[config.mk]
export PLATFORM = sky130hd
export DESIGN_NAME = rf_wb_arbiter
export DESIGN_NICKNAME = d
export VERILOG_FILES = /design/src/rtl/rf_wb_arbiter.sv
export SDC_FILE = /design/constraint.sdc
export NUM_CORES = 1
export LEC_CHECK = 0
export ABC_AREA = 0
export BUFFER_PORTS_ARGS = -buffer_cell sky130_fd_sc_hd__clkbuf_2
export CORE_ASPECT_RATIO = 1.4
export CORE_MARGIN = 4
export CORE_UTILIZATION = 40
export DETAILED_ROUTE_END_ITERATION = 12
export MAX_ROUTING_LAYER = met4
export PLACE_DENSITY_LB_ADDON = 0.12
export REMOVE_ABC_BUFFERS = 1
export SYNTH_ARGS = -nofsm -noshare
export SYNTH_HDL_FRONTEND = slang
export SYNTH_SLANG_ARGS = --single-unit
[constraint.sdc]
create_clock -name i_clk -period 2.5 [get_ports i_clk]
set_clock_uncertainty 0.05 [all_clocks]
set_input_delay 0.25 -clock i_clk [delete_from_list [all_inputs] [get_ports i_clk]]
set_output_delay 0.25 -clock i_clk [all_outputs]
set_load 0.01 [all_outputs]
[src/rtl/rf_wb_arbiter.sv]
// rf_wb_arbiter: shares the register-file write port between WB and a
// buffered multi-cycle result stream, with starvation-forced draining.
module rf_wb_arbiter #(
  parameter int FIFO_DEPTH = 2,
  parameter int STARVE_MAX = 4
) (
  input  logic                          i_clk,
  input  logic                          i_rst,
  input  logic                          i_wb_vld,
  input  logic                          i_wb_rd_wen,
  input  logic [4:0]                    i_wb_rd_waddr,
  input  logic [31:0]                   i_wb_res,
  input  logic                          i_mc_vld,
  output logic                          o_mc_rdy,
  input  logic [4:0]                    i_mc_rd_waddr,
  input  logic [31:0]                   i_mc_res,
  output logic                          o_rd_wen,
  output logic [4:0]                    o_rd_waddr,
  output logic [31:0]                   o_rd_wdata,
  output logic                          o_src,
  output logic                          o_wb_stall,
  output logic [$clog2(FIFO_DEPTH):0]   o_fifo_cnt
);

  localparam int PW = $clog2(FIFO_DEPTH);
  localparam int CW = PW + 1;
  localparam int SW = $clog2(STARVE_MAX + 1);
  localparam logic [CW-1:0] DEPTH_C = CW'(FIFO_DEPTH);
  localparam logic [SW-1:0] SMAX_C = SW'(STARVE_MAX);

  logic [4:0]    mem_addr [FIFO_DEPTH];
  logic [31:0]   mem_data [FIFO_DEPTH];
  logic [PW-1:0] wr_ptr_q;
  logic [PW-1:0] rd_ptr_q;
  logic [CW-1:0] cnt_q;
  logic [SW-1:0] starve_q;
  logic [SW-1:0] starve_d;

  logic full;
  logic empty;
  logic pipe_req;
  logic push;
  logic push_wr;
  logic head_win;
  logic pop;

  assign full     = (cnt_q == DEPTH_C);
  assign empty    = (cnt_q == '0);
  assign pipe_req = i_wb_vld & i_wb_rd_wen & (i_wb_rd_waddr != 5'd0);
  assign o_mc_rdy = ~full & ~i_rst;
  assign push     = i_mc_vld & o_mc_rdy;
  assign push_wr  = push & (i_mc_rd_waddr != 5'd0);
  // Head wins when the pipe is idle or has starved the head long enough.
  assign head_win = ~i_rst & ~empty & (~pipe_req | (starve_q == SMAX_C));
  assign pop      = head_win;
  assign o_fifo_cnt = cnt_q;

  // Write-port mux: FIFO head when granted, otherwise the WB stage.
  always_comb begin
    o_rd_wen   = 1'b0;
    o_rd_waddr = 5'd0;
    o_rd_wdata = 32'd0;
    o_src      = 1'b0;
    o_wb_stall = 1'b0;
    if (head_win) begin
      o_rd_wen   = 1'b1;
      o_rd_waddr = mem_addr[rd_ptr_q];
      o_rd_wdata = mem_data[rd_ptr_q];
      o_src      = 1'b1;
      o_wb_stall = pipe_req;
    end else if (!i_rst) begin
      o_rd_wen   = pipe_req;
      o_rd_waddr = i_wb_rd_waddr;
      o_rd_wdata = i_wb_res;
    end
  end

  // Starvation counter: counts denied cycles of a waiting head.
  always_comb begin
    starve_d = starve_q;
    if (empty || pop) begin
      starve_d = '0;
    end else if (starve_q != SMAX_C) begin
      starve_d = starve_q + SW'(1);
    end
  end

  // FIFO storage; x0 results are acknowledged but never stored.
  always_ff @(posedge i_clk) begin
    if (push_wr) begin
      mem_addr[wr_ptr_q] <= i_mc_rd_waddr;
      mem_data[wr_ptr_q] <= i_mc_res;
    end
  end

  // Pointers, occupancy and starvation state.
  always_ff @(posedge i_clk) begin
    if (i_rst) begin
      wr_ptr_q <= '0;
      rd_ptr_q <= '0;
      cnt_q    <= '0;
      starve_q <= '0;
    end else begin
      if (push_wr) wr_ptr_q <= wr_ptr_q + PW'(1);
      if (pop)     rd_ptr_q <= rd_ptr_q + PW'(1);
      cnt_q    <= cnt_q + CW'(push_wr) - CW'(pop);
      starve_q <= starve_d;
    end
  end

endmodule

==> run_results.csv <==
group,metric,value,unit
logic_synthesis,synthArstFlopShare,0,
timing,tightest_slew,1.11,ns
global_routing,grtUsageTotal,0.159,
setup_path,crit_family,"compound AO/OA/AOI/OAI gates",
setup_path,required,2.20,ns
clock_tree,cts_buffer_depth,2,
route,drt_iter0_drc,108,
route,vias_per_cell,5.19,
setup_path,crit_chain,"inv_1 > ha_1 > a221o_2 > and2_4 > a211oi_2 > clkbuf_2",
setup_path,crit_start,"starve_q[0]$_SDFFE_PP0N_",
timing,hold_viol,0,
power_and_ir_drop,p_leak,1.83,nW
logic_synthesis,netlist.top_cell.by_area,"edfxtp_1",
clock_tree,numClockSinks,82,
clock_tree,clkTransAtPathRegs,0.06,ns
place,dpl_worst_slack,0.201,ns
global_routing,grt_max_degree,51,
hold_path,hold_path.class,"primary input to flip-flop",
route,drtPass1Iterations,4,
finish,syn_to_final_growth,27.5,%
power_and_ir_drop,power.density,1020,nW/µm²
logic_synthesis,synth_seq_area_share,0.631,
run,cap_viol_max_count,0,
global_routing,antenna_found_initial,0,
global_routing,grt_pass1_wl,12900,µm
logic_synthesis,netlist_area,3780,µm²
floorplan,io_pins,122,
run_status,status,"finished clean",
timing,final-setup-viol-count,0,
place,place_congestion,0.804,
route,via_count,2573,
timing,rsz0062_at_grt,"no",
route,final_antenna_net_count,0,
finish,drive_gt1_frac,0.460,
floorplan,core,9130,µm²
logic_synthesis,yosysWarnings,0,
setup_path,crit_arrival,2.08,ns
setup_path,critPathBufInv,2,
clock_tree,numCtsBuffers,9,
clock_tree,htreeDepth,3,
hold_path,min_from,"i_mc_res[16]",
floorplan,start_util,0.414,
logic_synthesis,yosys.area.top_type_share,0.588,
global_routing,grt-ovfl-total,0,
finish,diodes,0,
logic_synthesis,synthTopCellsByArea,"edfxtp_1, mux2i_1, a211oi_2",
timing,fin_crit,2.38,ns
timing,slew_headroom,0.257,
finish,final-instance-count-excl-fill,496,
setup_path,cp_max_fo,17,
clock_tree,insertion_delay,0.32,ns
clock_tree,cts_root_buf,"clkbuf_16",
place,numPlacedInstances,477,
place,placed_area,4480,µm²
route,routedWlPerCell,17.6,µm
setup_path,cpMaxStageDelayCell,"a221o_2",
power_and_ir_drop,p_total,4.90,mW
clock_tree,holdBufCountCts,0,
setup_path,r2r-start,"o_fifo_cnt[0]$_SDFF_PP0_",
logic_synthesis,synth_edf_count,74,
floorplan,dieWidth,90.1,µm
floorplan,die_h,123,µm
place,numPortBuffers,121,
timing,finalHoldWorstSlack,0.0647,ns
setup_path,crit_type,"flip-flop to output pin",
timing,drv_slew,0,
logic_synthesis,syn_inst,261,
logic_synthesis,synth-seq-cells,82,
global_routing,grt_pass1_vias,2566,
finish,fin_nets,467,
logic_synthesis,avgSynthCellArea,14.5,µm²
power_and_ir_drop,ir_drop,0.710,mV
logic_synthesis,synth_cell_types,29,
finish,fin_area,4820,µm²
logic_synthesis,synthMostInstantiatedCell,"edfxtp_1",
route,wl,8750,µm
timing,timing.final.crit_share,0.952,
timing,finalWorstSetupSlack,0.120,ns
place,dp_hpwl,5680,µm
setup_path,setup.worst_path.start_class,"flip-flop",
route,drc,0,
floorplan,die_area,11100,µm²
clock_tree,cts_tree,"yes",
floorplan,row_count,41,
timing,max_freq,420,MHz
setup_path,slowest_delay,0.45,ns
logic_synthesis,synth_common_cells,"edfxtp_1, mux2i_1, a21oi_1, a211oi_2, nor2_1",
logic_synthesis,ys.flop_type,"edfxtp_1",
setup_path,end_kind,"output pin",
## flip-flops by register name (all words and copies together) (netlist names), named ones only
name and cells:
mem_addr 10, mem_data 64, o_fifo_cnt 2, rd_ptr_q 1
starve_q 3, wr_ptr_q 1
## cell families (layout without fill, tap and decap cells)
family,Yosys count,in the layout,share of synthesized area
DFF,82,82,0.631
AOI/OAI and AO/OA,77,78,0.168
adders and majority gates,4,4,0.0132
and+or+nand+nor,31,33,0.0424
muxes,38,38,0.101
buffers and inverters,26,151,0.0381
xor gates and xnor gates,3,3,0.00696
## routing by layer
metal,vias up,part of all wire,global-route usage
li1,1266,-,-
met1,1218,0.42,0.181
met2,80,0.52,0.276
met3,9,0.047,0.0335
met4,0,0.012,0.0603
met5,-,0,-
## path summary, 6_finish.rpt
kind	end	slack, ns	cells after the start
setup / recovery	o_rd_wdata[26]	0.12	6
hold / removal	mem_data[0][16]$_DFFE_PP_	0.06	1
setup reg to reg	mem_data[0][25]$_DFFE_PP_	0.28	5
hold reg to reg	starve_q[0]$_SDFFE_PP0N_	0.40	1
## area by class of cell
class	count	area, µm²
Inverter	5	18.8
Tap cell	107	134
Fill cell	816	4320
Multi-Input combinational cell	156	1300
Clock buffer	13	240
Sequential cell	82	2380
Timing Repair Buffer	130	673
Clock inverter	3	67.6
## cell usage in the layout (no fill, tap or decap), types with 2 or more instances in the layout
cell       instances
a211oi_1           5
a211oi_2          28
a21oi_1           34
and2_4             3
buf_4              9
bufinv_16          2
clkbuf_1           4
clkbuf_16          9
clkbuf_2         121
dfxtp_1            7
edfxtp_1          74
ha_1               4
inv_1              5
mux2i_1           38
nand2_1            4
nand2b_1           7
nor2_1             9
nor2_4             2
nor3b_1            2
o21ai_1            2
o32ai_1            5
xnor2_1            2
## repair_timing
action	CTS	global route
pin swaps	1	1
setup buffers	0	0
endpoints found under the hold margin	0	0
cloned	1	2
setup endpoints to repair	32	28
gates resized for setup	2	2
## metrics by stage
stage	TNS [ns]	util
after detailed placement	0	0.490
after global placement	0	0.490
after floorplan	-40.31	-
after global routing	0	0.527
final	0	0.527
after CTS	0	0.525
## power by group
| part | total, mW | internal, mW | switching [mW] |
|---|---|---|---|
| Clock | 1.35 | 0.876 | 0.473 |
| Combinational | 1.80 | 0.716 | 1.08 |
| Sequential | 1.76 | 1.66 | 0.0961 |
| Total | 4.90 | 3.25 | 1.65 |
Note: power is estimated with default switching activity, not from simulation.
